## src/rtl/imm_gen_stage.sv

```systemverilog
// Pipelined immediate generator for the decode stage.
// Takes a 32-bit instruction plus its PC over a valid/ready handshake and
// delivers an XLEN-wide immediate, a format code and an illegal flag after
// STAGES register stages (1 or 2). XLEN other than 64 behaves as 32 and
// STAGES other than 2 behaves as 1.
module imm_gen_stage #(
  parameter int XLEN     = 32,
  parameter int STAGES   = 1,
  parameter int ZICSR_EN = 1
) (
  input  logic            clk,
  input  logic            rst,
  input  logic            flush,
  input  logic            in_valid,
  output logic            in_ready,
  input  logic [31:0]     inst,
  input  logic [XLEN-1:0] pc,
  output logic            out_valid,
  input  logic            out_ready,
  output logic [XLEN-1:0] imm,
  output logic [2:0]      fmt,
  output logic [XLEN-1:0] pc_out,
  output logic            illegal
);

  typedef enum logic [2:0] {
    FMT_I    = 3'd0,
    FMT_S    = 3'd1,
    FMT_B    = 3'd2,
    FMT_U    = 3'd3,
    FMT_J    = 3'd4,
    FMT_Z    = 3'd5,
    FMT_NONE = 3'd6,
    FMT_ILL  = 3'd7
  } fmt_e;

  // How the raw field is widened to XLEN: zero fill, or sign fill from the
  // top bit of a 12/13/21/32-bit field.
  typedef enum logic [2:0] {
    EXT_ZERO,
    EXT_S12,
    EXT_S13,
    EXT_S21,
    EXT_S32
  } ext_e;

  localparam bit RV64  = (XLEN == 64);
  localparam bit ZICSR = (ZICSR_EN != 0);

  localparam logic [6:0] OP_LOAD   = 7'b0000011;
  localparam logic [6:0] OP_FENCE  = 7'b0001111;
  localparam logic [6:0] OP_IMM    = 7'b0010011;
  localparam logic [6:0] OP_AUIPC  = 7'b0010111;
  localparam logic [6:0] OP_IMM32  = 7'b0011011;
  localparam logic [6:0] OP_STORE  = 7'b0100011;
  localparam logic [6:0] OP_OP     = 7'b0110011;
  localparam logic [6:0] OP_LUI    = 7'b0110111;
  localparam logic [6:0] OP_OP32   = 7'b0111011;
  localparam logic [6:0] OP_BRANCH = 7'b1100011;
  localparam logic [6:0] OP_JALR   = 7'b1100111;
  localparam logic [6:0] OP_JAL    = 7'b1101111;
  localparam logic [6:0] OP_SYSTEM = 7'b1110011;

  logic [6:0]  opcode;
  logic [2:0]  funct3;
  logic        is_shift;
  fmt_e        dec_fmt;
  ext_e        dec_ext;
  logic [31:0] dec_raw;

  assign opcode   = inst[6:0];
  assign funct3   = inst[14:12];
  assign is_shift = (funct3 == 3'b001) || (funct3 == 3'b101);

  function automatic logic [XLEN-1:0] extend(input ext_e k, input logic [31:0] raw);
    logic [XLEN-1:0] r;
    case (k)
      EXT_S12: begin r = {XLEN{raw[11]}}; r[11:0] = raw[11:0]; end
      EXT_S13: begin r = {XLEN{raw[12]}}; r[12:0] = raw[12:0]; end
      EXT_S21: begin r = {XLEN{raw[20]}}; r[20:0] = raw[20:0]; end
      EXT_S32: begin r = {XLEN{raw[31]}}; r[31:0] = raw;       end
      default: begin r = '0;              r[31:0] = raw;       end
    endcase
    return r;
  endfunction

  // Classify the instruction and gather its immediate bits, still unextended.
  always_comb begin
    dec_fmt = FMT_ILL;
    dec_ext = EXT_ZERO;
    dec_raw = '0;
    if (inst[1:0] == 2'b11) begin
      case (opcode)
        OP_LOAD, OP_JALR, OP_FENCE: begin
          dec_fmt = FMT_I;
          dec_ext = EXT_S12;
          dec_raw = {20'b0, inst[31:20]};
        end
        OP_IMM: begin
          if (is_shift) begin
            if (RV64) begin
              dec_fmt = FMT_I;
              dec_raw = {26'b0, inst[25:20]};
            end else if (!inst[25]) begin
              dec_fmt = FMT_I;
              dec_raw = {27'b0, inst[24:20]};
            end
          end else begin
            dec_fmt = FMT_I;
            dec_ext = EXT_S12;
            dec_raw = {20'b0, inst[31:20]};
          end
        end
        OP_IMM32: begin
          if (RV64) begin
            if (is_shift) begin
              if (!inst[25]) begin
                dec_fmt = FMT_I;
                dec_raw = {27'b0, inst[24:20]};
              end
            end else begin
              dec_fmt = FMT_I;
              dec_ext = EXT_S12;
              dec_raw = {20'b0, inst[31:20]};
            end
          end
        end
        OP_STORE: begin
          dec_fmt = FMT_S;
          dec_ext = EXT_S12;
          dec_raw = {20'b0, inst[31:25], inst[11:7]};
        end
        OP_BRANCH: begin
          dec_fmt = FMT_B;
          dec_ext = EXT_S13;
          dec_raw = {19'b0, inst[31], inst[7], inst[30:25], inst[11:8], 1'b0};
        end
        OP_LUI, OP_AUIPC: begin
          dec_fmt = FMT_U;
          dec_ext = EXT_S32;
          dec_raw = {inst[31:12], 12'b0};
        end
        OP_JAL: begin
          dec_fmt = FMT_J;
          dec_ext = EXT_S21;
          dec_raw = {11'b0, inst[31], inst[19:12], inst[20], inst[30:21], 1'b0};
        end
        OP_SYSTEM: begin
          if (funct3 == 3'b000) begin
            dec_fmt = FMT_NONE;
          end else if (ZICSR && (funct3 != 3'b100)) begin
            if (funct3[2]) begin
              dec_fmt = FMT_Z;
              dec_raw = {27'b0, inst[19:15]};
            end else begin
              dec_fmt = FMT_I;
              dec_raw = {20'b0, inst[31:20]};
            end
          end
        end
        OP_OP: begin
          dec_fmt = FMT_NONE;
        end
        OP_OP32: begin
          if (RV64) begin
            dec_fmt = FMT_NONE;
          end
        end
        default: begin
          dec_fmt = FMT_ILL;
        end
      endcase
    end
  end

  assign illegal = (fmt == FMT_ILL);

  if (STAGES == 2) begin : g_two
    logic            v1_q, v1_d, v2_q, v2_d;
    logic            rdy1, rdy2;
    fmt_e            fmt1_q;
    ext_e            ext1_q;
    logic [31:0]     raw1_q;
    logic [XLEN-1:0] pc1_q;
    fmt_e            fmt2_q;
    logic [XLEN-1:0] imm2_q, pc2_q;

    assign rdy2     = !v2_q || out_ready;
    assign rdy1     = !v1_q || rdy2;
    assign in_ready = rdy1;

    // Next-state of the two valid bits; flush empties both stages.
    always_comb begin
      v1_d = v1_q;
      v2_d = v2_q;
      if (flush) begin
        v1_d = 1'b0;
        v2_d = 1'b0;
      end else begin
        if (rdy1) v1_d = in_valid;
        if (rdy2) v2_d = v1_q;
      end
    end

    // Valid bits, cleared by reset.
    always_ff @(posedge clk) begin
      if (rst) begin
        v1_q <= 1'b0;
        v2_q <= 1'b0;
      end else begin
        v1_q <= v1_d;
        v2_q <= v2_d;
      end
    end

    // Stage 1 holds the format class and raw immediate field.
    always_ff @(posedge clk) begin
      if (in_valid && rdy1 && !flush) begin
        fmt1_q <= dec_fmt;
        ext1_q <= dec_ext;
        raw1_q <= dec_raw;
        pc1_q  <= pc;
      end
    end

    // Stage 2 widens the field to XLEN; reset values appear on the outputs.
    always_ff @(posedge clk) begin
      if (rst) begin
        fmt2_q <= FMT_NONE;
        imm2_q <= '0;
        pc2_q  <= '0;
      end else if (v1_q && rdy2 && !flush) begin
        fmt2_q <= fmt1_q;
        imm2_q <= extend(ext1_q, raw1_q);
        pc2_q  <= pc1_q;
      end
    end

    assign out_valid = v2_q;
    assign imm       = imm2_q;
    assign fmt       = fmt2_q;
    assign pc_out    = pc2_q;
  end else begin : g_one
    logic            v_q, v_d;
    logic            rdy;
    fmt_e            fmt_q;
    logic [XLEN-1:0] imm_q, pc_q;

    assign rdy      = !v_q || out_ready;
    assign in_ready = rdy;

    // Next-state of the valid bit; flush empties the stage.
    always_comb begin
      v_d = v_q;
      if (flush) begin
        v_d = 1'b0;
      end else if (rdy) begin
        v_d = in_valid;
      end
    end

    // Single stage: decode and widen in one go; reset values appear on the outputs.
    always_ff @(posedge clk) begin
      if (rst) begin
        v_q   <= 1'b0;
        fmt_q <= FMT_NONE;
        imm_q <= '0;
        pc_q  <= '0;
      end else begin
        v_q <= v_d;
        if (in_valid && rdy && !flush) begin
          fmt_q <= dec_fmt;
          imm_q <= extend(dec_ext, dec_raw);
          pc_q  <= pc;
        end
      end
    end

    assign out_valid = v_q;
    assign imm       = imm_q;
    assign fmt       = fmt_q;
    assign pc_out    = pc_q;
  end

endmodule

```

## config.mk

```make
export PLATFORM = sky130hd
export DESIGN_NAME = imm_gen_stage
export DESIGN_NICKNAME = d
export VERILOG_FILES = /design/src/rtl/imm_gen_stage.sv
export SDC_FILE = /design/constraint.sdc
export NUM_CORES = 1
export LEC_CHECK = 0
export ABC_AREA = 0
export BUFFER_PORTS_ARGS = -buffer_cell sky130_fd_sc_hd__buf_2
export CELL_PAD_IN_SITES_DETAIL_PLACEMENT = 1
export CELL_PAD_IN_SITES_GLOBAL_PLACEMENT = 2
export CORE_UTILIZATION = 27
export CTS_CLUSTER_DIAMETER = 50
export CTS_CLUSTER_SIZE = 12
export DETAILED_ROUTE_END_ITERATION = 8
export PLACE_DENSITY_LB_ADDON = 0.1
export SLEW_MARGIN = 20
export SYNTH_ARGS = -nofsm -noshare
export SYNTH_HDL_FRONTEND = slang
export SYNTH_SLANG_ARGS = --single-unit
```

## constraint.sdc

```tcl
create_clock -name clk -period 2.6 [get_ports clk]
set_input_delay 0.13 -clock clk [delete_from_list [all_inputs] [get_ports clk]]
set_output_delay 0.13 -clock clk [all_outputs]
set_load 0.02 [all_outputs]
```

# Word-level counts from Yosys, hierarchy flattened
# Index checks and enable logic that the tools add are counted.
# classes
n_reduce_logical,11
n_eq_ne,19
muxes,18
# ops
cell,n
32-bit case mux with 7 select lines,1
32-bit case mux with 3 select lines,1
32-bit two-way mux,2
12-bit two-way mux,3
"7-bit == test, second input constant",4
3-bit case mux with 8 select lines,1
"7-bit by 6-bit == test with 1-bit output, second input constant",3
3-bit two-way mux,7
3-bit case mux with 5 select lines,1
"7-bit by 5-bit == test with 1-bit output, second input constant",2
"7-bit by 2-bit == test with 1-bit output, second input constant",1
"7-bit by 4-bit == test with 1-bit output, second input constant",1
"3-bit by 1-bit == test with 1-bit output, second input constant",2
"3-bit by 2-bit == test with 1-bit output, second input constant",2
"3-bit == test, second input constant",2
5-bit two-way mux,1
2-bit OR reduction,2
4-bit OR reduction,1
3-bit zero test,1
"3-bit inequality test, second input constant",1
3-bit OR reduction,1
"2-bit == test, second input constant",1
1-bit logical AND,2
1-bit zero test,2
2 further kinds,3
# totals
output_inout_bits,70
inputBits,69
register_bits,68

# Logic depth before layout (Yosys ltp)
# Gate-level depths: netlist of run 1.
# depth
depth_word,7
mapped_depth,7
ltp_nobuf,6

# Worst setup path before layout of run 1
# No wires, ideal clock.
# synth_timing
path_type,register to register
from,"register g_one.v_q, in the netlist out_valid"
to,"register g_one.imm_q[20], in the netlist imm[20]"
path_buffers,2
synth_period_minus_slack_ns,1.818
path_slack_ns,0.782
arrival_time_ns,1.738
required_ns,2.520
setup_ns,0.080
stages_incl_launch_ff,8
path_cell_list,dfxtp_1 -> nor2b_1 -> inv_1 -> nand3b_1 -> clkbuf_1 -> clkbuf_1 -> a21oi_1 -> a211oi_2
# synth_between
elab_chain_len,4
# synth_lines
item,line_no,source
start: declaration,244,"logic v_q, v_d;"
start signal: assignment,270,v_q <= v_d;
1-bit zero test,249,assign rdy = !v_q || out_ready;
1-bit logical OR,249,
named net in_ready,15,"output logic in_ready,"
1-bit logical AND (2 in series),271,if (in_valid && rdy && !flush) begin
end signal: assignment,273,"imm_q <= extend(dec_ext, dec_raw);"
end: declaration,247,"logic [XLEN-1:0] imm_q, pc_q;"
# The timed path passes the listed nets, and every way through them passes these cells.
# A chain may end at the register's enable or synchronous reset.

# Worst setup path after layout of run 1
# layout_timing
from,"register g_one.v_q, in the netlist out_valid"
to,"register g_one.imm_q[11], in the netlist imm[11]"
# layout_between
elab_chain_len,4
# layout_lines
item,line_no
1-bit zero test,249
1-bit logical OR,249
1-bit logical AND (2 in series),271
# Every way passes these cells.

==> results.md, run 1 <==
- Outcome: completed
- Nets@finish: 563
- Clock latency on the worst-skew pair: 340 ps
- Critical-path cell list: nor2b_1 -> nor3b_2 -> buf_4 -> nor2_1 -> nand2_1 -> o21ai_0
- Largest net degree at the start of global routing: 56
- CTS Buf Count: 9
- Tot GR Track Use: 0.1767
- Worst reg2reg path depth: 6
- Final setup violating endpoints: 0
- Commonest non-fill, non-tap cell in the layout: buf_2
- Chip height: 107.1 um
- Initial Util: 0.2764
- Max Cap Violations: 0
- Combinational family with the most area after synthesis: compound AO/OA/AOI/OAI gates
- Grt met2 use: 0.3046
- CTS HTree Levels: 3
- Power per cell area: 604.7 nW/um2
- Routed Antenna Nets: 0
- Mapped Nets: 436
- Setup Buffers After CTS: 0
- Initial detailed-routing violation count: 97
- Die W: 107.1 um
- Hold Path Class: primary input to flip-flop
- Post-Synthesis Cell Area: 2983 um2
- Critical Path Start: out_valid
- Vias in the first global route: 3172
- Critical path class: flip-flop to flip-flop
- CP top delay family: simple AND/OR/NAND/NOR gates
- Grt met1 use: 0.2118
- Bufs and invs on worst path: 1
- Total number of vias: 3120
- Internal power consumption: 1.751 mW
- Adder-cell share of the synthesized area: 0
- R2R Path End: imm[11]
- Async SR Flop Fraction: 0
- DR WL/cell: 15.61 um
- CTS-repair resized insts: 0
- Sequential power share: 0.456
- Worst VDD drop: 0.0002151 V
- Slowest cell on crit path: nor2_1
- Port Buffers: 138
- WP depth: 6
- Router iterations before antenna repair: 4
- Row count: 38
- Hold slack: 18.84 ps
- Most Crowded Layer GR: met2
- Crit path DAT: 2110 ps
- Dpl cell area: 3779 um2
- Reg-to-reg startpoint: out_valid
- Worst path required time: 2860 ps
- Setup_tns: 0 ps
- Actual slew at the worst max-slew pin: 823.5 ps
- Seq/Total Area, Yosys: 0.4564
- Gpl congestion: 0.8177
- Final worst-path setup slack: 755.9 ps
- FMAX: 542.3 MHz
- CTS Root Cell: clkbuf_8
- CP peak stage delay: 660 ps
- IO Count: 139
- Post-synth EDFFs: 0
- Final Skew: 10.31 ps
- Layout cells sized above 1: 0.3574
- Xor/xnor cell area share of the yosys netlist: 0
- Area growth from synthesis to layout: 34.19%
- Synth cell types: 47
- Core area: 10790 um2
- Post-Synthesis Mean Instance Area: 8.128 um2
- Most frequent cells in the layout: buf_2 (138), nand2_1 (77), dfxtp_1 (68)
- Met3 Track Usage GR: 0.04742
- CTS tree: yes
- Comb pwr share: 0.149
- Clock sinks: 68
- NetSw: 0.6696 mW
- Placed insts: 622
- Yosys reg bits: 68
- Simple-Gate Fraction of Synth Area: 0.2169
- Fin area: 4003 um2
- Core Util, Final: 0.3709
- Hold buffers post-CTS: 1
- Diodes inserted: 0
- Warnings from Yosys: 0
- Detail Placement HPWL: 7429 um
- Crit. End Element: flip-flop
- Unrepaired setup endpoints after global routing: false
- Post-route non-filler standard cell count: 638
- CTS Buffer Depth: 2
- Vias per std cell: 4.890
- Antenna violations before repair: 0
- Detailed-route DRC error count: 0
- First-pass GRT wire length: 15850 um
- Clock Power Share: 0.395
- Slew HR: 0.4490
- FF-to-FF setup slack: 760 ps
- Tcrit/Tclk final: 0.7093
- Total global routing overflow: 0
- Die ar.: 11470 um2
- Post-synth top flop: dfxtp_1
- Final count of hold timing violations: 0
- Pre-CTS setup slack: 634.2 ps
- Fin. max-slew vios: 0
- Mapped Cells: 367
- Final wirelength: 9961 um
- Post-synthesis mux area share: 0.01342
- Critical Path Source Type: flip-flop
- Worst-path fanout max: 25
- Compound-gate portion of the synthesized area: 0.2622
- P_leak: 1.738 nW
- Total power: 2.420 mW
- Critical path destination: imm[11]
- Reg clk slew, reported paths: 80 ps
- Post-layout min period: 1844 ps
- Net Sw Frac: 0.2767
## kinds of logic after synthesis
logic type             after synthesis
buffers and inverters               34
DFF                                 68
AOI/OAI and AO/OA                  115
and+or+nand+nor                    146
muxes                                4
## Yosys cell counts (2+ instances only)
cell type | count | area share
buf_6 | 2 | 0.0075
a21oi_1 | 57 | 0.096
o2111ai_1 | 2 | 0.0059
a221oi_1 | 4 | 0.012
or4_1 | 2 | 0.0050
nor2b_1 | 4 | 0.0084
nor4_1 | 3 | 0.0063
and2_1 | 3 | 0.0063
buf_2 | 5 | 0.0084
and3_1 | 2 | 0.0042
o21ai_0 | 9 | 0.015
mux2i_1 | 4 | 0.013
nand2b_1 | 2 | 0.0042
or3_1 | 2 | 0.0042
nor3b_1 | 3 | 0.0075
a32o_1 | 6 | 0.020
nor3_1 | 6 | 0.010
inv_1 | 3 | 0.0038
a211oi_2 | 10 | 0.042
buf_1 | 6 | 0.0075
nor2_1 | 35 | 0.044
dfxtp_1 | 68 | 0.46
clkbuf_1 | 17 | 0.021
nand2_1 | 77 | 0.097
a211oi_1 | 13 | 0.033
## per-layer routing
metal  part of all wire  vias up
li1                   -     1545
met2               0.49      100
met5                  0        -
met4              0.012        0
met3              0.060       15
met1               0.44     1460
## registers in the layout (all words and copies together), names as in the netlist
signal	flops
out_valid	1
fmt	3
pc_out	32
imm	32
## worst min-delay path by stage
stage / startpoint / to / slack (ps) / cells after the start
final: pc[21] / pc_out[21] / 20 / 3
after global routing: pc[22] / pc_out[22] / 5 / 3
after CTS: pc[28] / pc_out[28] / 7 / 3
after detailed placement: flush / out_valid / 340 / 2
after global placement: flush / out_valid / 340 / 2
after floorplan: flush / out_valid / 210 / 1
## power by group through the flow
| stage | Sequential [mW] | Clock [mW] | Combinational (mW) |
|---|---|---|---|
| 3_5_place_dp | 1.13 | 0 | 0.364 |
| 5_1_grt | 1.11 | 1.03 | 0.396 |
| 3_3_place_gp | 1.13 | 0 | 0.359 |
| 6_report | 1.10 | 0.956 | 0.360 |
| 2_1_floorplan | 1.18 | 0 | 0.157 |
| 4_1_cts | 1.11 | 0.995 | 0.366 |
## final cells by class
type                            instances  area [um2]
Clock buffer                            9       123.9
Sequential cell                        68        1361
Multi-Input combinational cell        265        1480
Timing Repair Buffer                  147       760.7
Fill cell                            1352        6790
Inverter                                3       11.26
Tap cell                              140       175.2
Clock inverter                          6       90.09
## worst reg2reg max path, stage by stage, from the launching register on
cell,delay (ps)
dfxtp_1,330
nor2b_1,250
nor3b_2,90
buf_4,230
nor2_1,670
nand2_1,110
o21ai_0,100
No activity file was read; power rests on OpenSTA's default activity.
==> inputs of run 2 (changes only) <==
--- a/config.mk
+++ b/config.mk
@@ -9,7 +9,7 @@
 export BUFFER_PORTS_ARGS = -buffer_cell sky130_fd_sc_hd__buf_2
 export CELL_PAD_IN_SITES_DETAIL_PLACEMENT = 1
 export CELL_PAD_IN_SITES_GLOBAL_PLACEMENT = 2
-export CORE_UTILIZATION = 27
+export CORE_UTILIZATION = 22
 export CTS_CLUSTER_DIAMETER = 50
 export CTS_CLUSTER_SIZE = 12
 export DETAILED_ROUTE_END_ITERATION = 8
==> constraint.sdc (replaced) <==
create_clock -name clk -period 1.6 [get_ports clk]
set_input_delay 0.08 -clock clk [delete_from_list [all_inputs] [get_ports clk]]
set_output_delay 0.08 -clock clk [all_outputs]
set_load 0.02 [all_outputs]
==> run 2 against run 1 <==
Compared with the run above:
- fmax rose by 25%
- cell count rose by 17%
- core utilization fell by 0.61 points
==> results.md, run 2 (synthesis gave the netlist of run 1 again) <==
- Layout cells sized above 1: 0.3849 (+0.02746)
- DR WL/cell: 15.59 um (-0.12%)
- Worst Hold Launch: inst[26]
- Port Buffers: 138 (unchanged)
- Tcrit/Tclk final: 0.9212 (+0.2119)
- Die ar.: 14030 um2 (+22%)
- Critical Path Source Type: flip-flop
- Slew HR: 0.7306 (+0.2817)
- Worst hold stages: 2 (-1)
- CTS Buffer Depth: 2 (unchanged)
- Detail Placement HPWL: 8267 um (+11%)
- Worst-path fanout max: 32 (+28%)
- Critical Path Start: out_valid
- Placed insts: 692 (+11%)
- Crit. End Element: flip-flop
- Commonest non-fill, non-tap cell in the layout: buf_2
- Post-route non-filler standard cell count: 745 (+17%)
- CTS Buf Count: 9 (unchanged)
- Total global routing overflow: 0 (unchanged)
- Largest net degree at the start of global routing: 60 (+7.1%)
- Antenna violations before repair: 0 (unchanged)
- Area growth from synthesis to layout: 61.95%
- Diodes inserted: 0 (unchanged)
- Final Skew: 5.194 ps (-5.114 ps)
- Total number of vias: 3405 (+9.1%)
- Post-layout min period: 1474 ps (-370.2 ps)
- Fin area: 4831 um2 (+21%)
- Gpl congestion: 0.8175 (about the same)
- IO Count: 139 (unchanged)
- Worst reg2reg path depth: 6 (unchanged)
- Dpl cell area: 4119 um2 (+9.0%)
- Row count: 42 (+11%)
- Vias in the first global route: 3590 (+13%)
- Critical path class: flip-flop to flip-flop
- Fin. max-slew vios: 0 (unchanged)
- Tot GR Track Use: 0.1719 (-0.004824)
- Worst VDD drop: 0.0004520 V (+110%)
- Unrepaired setup endpoints after global routing: true
- Initial Util: 0.2252 (-0.05113)
- Setup_tns: 0 ps (unchanged)
- CTS Root Cell: clkbuf_16
- P_leak: 2.115 nW (+22%)
- Chip height: 118.4 um (+11%)
- Crit path DAT: 1730 ps (-380 ps)
- First-pass GRT wire length: 18740 um (+18%)
- Final setup violating endpoints: 0 (unchanged)
- Max Cap Violations: 0 (unchanged)
- Most frequent cells in the layout: buf_2 (138), nand2_1 (77), dfxtp_1 (68)
- Router iterations before antenna repair: 4 (unchanged)
- CTS HTree Levels: 3 (unchanged)
- Reg-to-reg startpoint: out_valid
- Die W: 118.4 um (+11%)
- Hold Path Class: primary input to flip-flop
- Actual slew at the worst max-slew pin: 403.2 ps (-420.3 ps)
- Initial detailed-routing violation count: 94 (-3.1%)
- FMAX: 678.5 MHz (+25%)
- Core area: 13240 um2 (+23%)
- CTS tree: yes
- Vias per std cell: 4.570 (-6.5%)
- Power per cell area: 950.1 nW/um2 (+57%)
- Final wirelength: 11620 um (+17%)
- Clock sinks: 68 (unchanged)
- Worst path required time: 1860 ps (-1000 ps)
- Final count of hold timing violations: 0 (unchanged)
- Reg clk slew, reported paths: 60 ps (-20 ps)
- Clock latency on the worst-skew pair: 330 ps (about the same)
- Routed Antenna Nets: 0 (unchanged)
- Total power: 4.590 mW (+90%)
- Outcome: completed
- Nets@finish: 633 (+12%)
- Detailed-route DRC error count: 0 (unchanged)
==> run 2: cell types whose count changed in the layout (fill, tap and decap cells not counted), moves of 2 or more <==
cell	before	now
buf_4	8	38
clkbuf_16	0	9
dlygate4sd3_1	1	37
buf_12	0	3
clkinv_4	2	0
clkbuf_8	9	2
==> run 2: worst paths after layout <==
check | endpoint | slack, ps
worst max-delay path | pc_out[2] | 130
worst min-delay path | imm[6] | 30
worst min register to register | pc_out[4] | 450
worst max register to register | pc_out[2] | 130
==> run 2: metal layers <==
layer | vias to the layer above | GRT usage | routed length, um | part of all wire
met3 | 9 | 0.04440 | 635 | 0.055
li1 | 1685 | - | - | -
met2 | 93 | 0.2945 | 5574 | 0.48
met1 | 1618 | 0.2067 | 5249 | 0.45
met4 | 0 | 0.06171 | 159 | 0.014
met5 | - | 0 | 0 | 0
==> run 2: per-stage QoR <==
stage                       util  hold WS [ps]  worst slack [ps]
after detailed placement  0.3110         292.5            -207.7
after floorplan                -         159.3             4.651
after global placement    0.3110         285.0            -136.4
final                     0.3648         25.26             126.1
after global routing      0.3648         14.82            -12.34
after CTS                 0.3629         9.852             43.01
==> run 2: cell type report <==
cell class | count | area (um2)
Clock buffer | 11 | 252.7
Clock inverter | 5 | 58.81
Fill cell | 1631 | 8412
Inverter | 3 | 11.26
Multi-Input combinational cell | 265 | 1509
Sequential cell | 68 | 1361
Tap cell | 176 | 220.2
Timing Repair Buffer | 217 | 1418
==> run 2: worst max-delay path, cell delays in order, from the launching register on <==
cell	delay, ps
dfxtp_1	320
nor2b_2	190
inv_1	80
nand3b_1	150
buf_4	360
nand2_1	110
a21oi_1	170
==> run 2: what timing repair did <==
action / 4_1_cts / 5_1_grt
hold buffers: 37 / 0
pin swaps: 0 / 1
endpoints found under the setup margin: 1 / 13
setup buffers: 0 / 0
gates resized for setup: 1 / 5
hold endpoints to repair: 37 / 0
==> run 2: where the power goes <==
group	leakage [nW]	switching, mW	internal [mW]
Sequential	0.555	0.0348	1.76
Combinational	1.41	0.410	0.317
Clock	0.148	0.769	1.29
==> inputs of run 3 (changes only) <==
--- a/config.mk
+++ b/config.mk
@@ -13,6 +13,7 @@
 export CTS_CLUSTER_DIAMETER = 50
 export CTS_CLUSTER_SIZE = 12
 export DETAILED_ROUTE_END_ITERATION = 8
+export MAX_ROUTING_LAYER = met4
 export PLACE_DENSITY_LB_ADDON = 0.1
 export SLEW_MARGIN = 20
 export SYNTH_ARGS = -nofsm -noshare
==> run 3 against run 2 <==
Compared with the run above:
- routed wire length up 0.89%
- critical endpoint is now imm[17]
- core utilization grew 0.67 points
- critical path depth grew 1
- clock skew decreased by 1.9 ps
- non-clock buffer count rose by 4
- count of clock-buffer cells in the layout did not move
- fmax decreased by 0.74%
- largest cell class unchanged
- cell count increased by 0.54%
- first-iteration DRC count is 63% higher
- setup slack got worse by 11 ps
- die area did not move
- register-to-register slack is essentially flat
==> results.md, run 3 (synthesis gave the netlist of run 1 again) <==
- Actual slew at the worst max-slew pin: 456.5 ps (+53.33 ps)
- Crit path DAT: 1730 ps (about the same)
- Slowest cell on crit path: dfxtp_1
- Critical-path cell list: nor2b_2 -> nor3b_2 -> buf_4 -> buf_4 -> buf_4 -> nor2_1 -> a211oi_1
- Comb pwr share: 0.150 (-0.008)
- Worst path required time: 1840 ps (-20 ps)
- Initial detailed-routing violation count: 153 (+63%)
- Critical Path Source Type: flip-flop
- Chip height: 118.4 um (unchanged)
- Slew HR: 0.6928 (-0.03778)
- Routed Antenna Nets: 0 (unchanged)
- Post-route non-filler standard cell count: 749 (+0.54%)
- Commonest non-fill, non-tap cell in the layout: buf_2
- Antenna violations before repair: 0 (unchanged)
- Die W: 118.4 um (unchanged)
- Final count of hold timing violations: 0 (unchanged)
- Port Buffers: 138 (unchanged)
- Final setup violating endpoints: 0 (unchanged)
- Detail Placement HPWL: 8435 um (+2.0%)
- Sequential power share: 0.365 (-0.027)
- Final worst-path setup slack: 115.1 ps (-11.00 ps)
- CTS Buf Count: 9 (unchanged)
- Filler cell count in the final layout: 1604 (-1.7%)
- CTS Buffer Depth: 2 (unchanged)
- Router iterations before antenna repair: 4 (unchanged)
- Reg-to-reg startpoint: out_valid
- Most frequent CP cell: buf_4
- Hold Path Class: primary input to flip-flop
- Unrepaired setup endpoints after global routing: false
- Gpl congestion: 0.8307 (+1.6%)
- CP peak stage delay: 300 ps (-60 ps)
- Worst Hold Endpoint: imm[10]
- Row count: 42 (unchanged)
- FF-to-FF setup slack: 120 ps (about the same)
- Tcrit/Tclk final: 0.9281 (+0.006872)
- Worst hold stages: 2 (unchanged)
- Worst reg2reg path depth: 7 (+1)
- NetSw: 1.223 mW (+0.77%)
- IO Count: 139 (unchanged)
- Worst VDD drop: 0.0004336 V (-4.1%)
- Post-layout min period: 1485 ps (+11.00 ps)
- Bufs and invs on worst path: 3 (+1)
- Crit. End Element: flip-flop
- Clock latency on the worst-skew pair: 340 ps (about the same)
- Largest net degree at the start of global routing: 60 (unchanged)
- Pre-CTS setup slack: -189.1 ps (+18.60 ps)
- Net Sw Frac: 0.2483 (-0.01626)
- CTS tree: yes
- Vias in the first global route: 3562 (-0.78%)
- Outcome: completed
- Power per cell area: 1002 nW/um2 (+5.4%)
- Core area: 13240 um2 (unchanged)
- Layout cells sized above 1: 0.3892 (+0.004294)
- Reg clk slew, reported paths: 60 ps (about the same)
- FMAX: 673.4 MHz (-0.74%)
- Fin. max-slew vios: 0 (unchanged)
- Critical path class: flip-flop to flip-flop
- Die ar.: 14030 um2 (unchanged)
- Worst-path fanout max: 12 (-63%)
- Internal power consumption: 3.705 mW (+9.7%)
- CTS HTree Levels: 3 (unchanged)
- Nets@finish: 637 (+0.63%)
- DR WL/cell: 15.65 um (+0.35%)
- First-pass GRT wire length: 18150 um (-3.1%)
- Area growth from synthesis to layout: 64.93%
- CP top delay family: buffers and inverters
- Tot GR Track Use: 0.1725 (+0.0006260)
- Max Cap Violations: 0 (unchanged)
- P_leak: 2.165 nW (+2.4%)
- Diodes inserted: 0 (unchanged)
- Vias per std cell: 4.599 (+0.63%)
- Total number of vias: 3445 (+1.2%)
- Total global routing overflow: 0 (unchanged)
- Worst Hold Launch: inst[30]
- Final Skew: 3.274 ps (-1.920 ps)
- Detailed-route DRC error count: 0 (unchanged)
- CTS Root Cell: clkbuf_16
- Dpl cell area: 4154 um2 (+0.85%)
- Placed insts: 695 (+0.43%)
- Final wirelength: 11720 um (+0.89%)
- Clock sinks: 68 (unchanged)
- Fin area: 4920 um2 (+1.8%)
- Initial Util: 0.2252 (unchanged)
- R2R Path End: imm[17]
- WP depth: 7 (+1)
- Clock Power Share: 0.485 (+0.036)
- Most frequent cells in the layout: buf_2 (138), nand2_1 (77), dfxtp_1 (68)
[run 3: cell types whose count changed in the layout (fill, tap and decap cells not counted)]
cell,previous run,this run
buf_4,38,41
bufinv_16,1,3
buf_12,3,4
clkinv_2,1,0
clkinvlp_4,2,1
nor3_1,6,5
nor3_2,0,1
nor4_1,1,2
nor4_2,2,1
o311ai_0,1,0
o311ai_1,0,1
[run 3: how the worst max path moves through the flow]
stage	from	endpoint	slack (ps)
global route	out_valid	fmt[2]	20
floorplan	out_valid	imm[20]	5
global placement	inst[5]	imm[9]	-130
CTS	out_valid	imm[10]	20
detailed placement	inst[5]	imm[14]	-190
finish	out_valid	imm[17]	120
[run 3: routing by layer]
layer | part of all wire | track usage
met1 | 0.46 | 0.2055
met2 | 0.48 | 0.2853
met3 | 0.043 | 0.03909
met4 | 0.016 | 0.06092
met5 | 0 | -
[run 3: what timing repair did]
| item | 4_1_cts | 5_1_grt |
|---|---|---|
| gates resized for setup | 1 | 6 |
| hold endpoints to repair | 37 | 0 |
| pin swaps | 2 | 2 |
| setup endpoints to repair | 3 | 11 |
| hold buffers | 37 | 0 |
| setup buffers | 1 | 0 |
| gates cloned | 0 | 0 |
[run 3: through the flow]
stage | TNS [ps] | hold slack (ps) | total power [mW] | utilization
after floorplan | 0 | 159.3 | 2.181 | -
after global placement | -3031 | 281.9 | 2.497 | 0.3137
after detailed placement | -3886 | 294.3 | 2.507 | 0.3137
after CTS | 0 | 10.39 | 4.996 | 0.3697
after global routing | 0 | 20.28 | 5.116 | 0.3715
final | 0 | 16.04 | 4.928 | 0.3715
[run 3: worst reg2reg max path, stage by stage, from the launching register on]
cell      delay, ps
dfxtp_1         300
nor2b_2         170
nor3b_2         180
buf_4           170
buf_4           110
buf_4           180
nor2_1           60
a211oi_1        220
[run 3: power by group through the flow]
stage | registers (mW) | logic (mW) | clock network (mW)
after floorplan | 1.92 | 0.259 | 0
after global placement | 1.84 | 0.662 | 0
after detailed placement | 1.84 | 0.670 | 0
after CTS | 1.80 | 0.745 | 2.45
after global routing | 1.81 | 0.804 | 2.50
final | 1.80 | 0.740 | 2.39
[run 3: area by class of cell]
class | instances | area (um2) | share of cell area
clock buffer | 11 | 252.7 | 0.05137
clock inverter | 5 | 106.4 | 0.02162
inverter | 3 | 11.26 | 0.002289
multi-input combinational | 265 | 1508 | 0.3065
sequential | 68 | 1361 | 0.2767
tap | 176 | 220.2 | 0.04476
timing repair buffer | 221 | 1460 | 0.2968
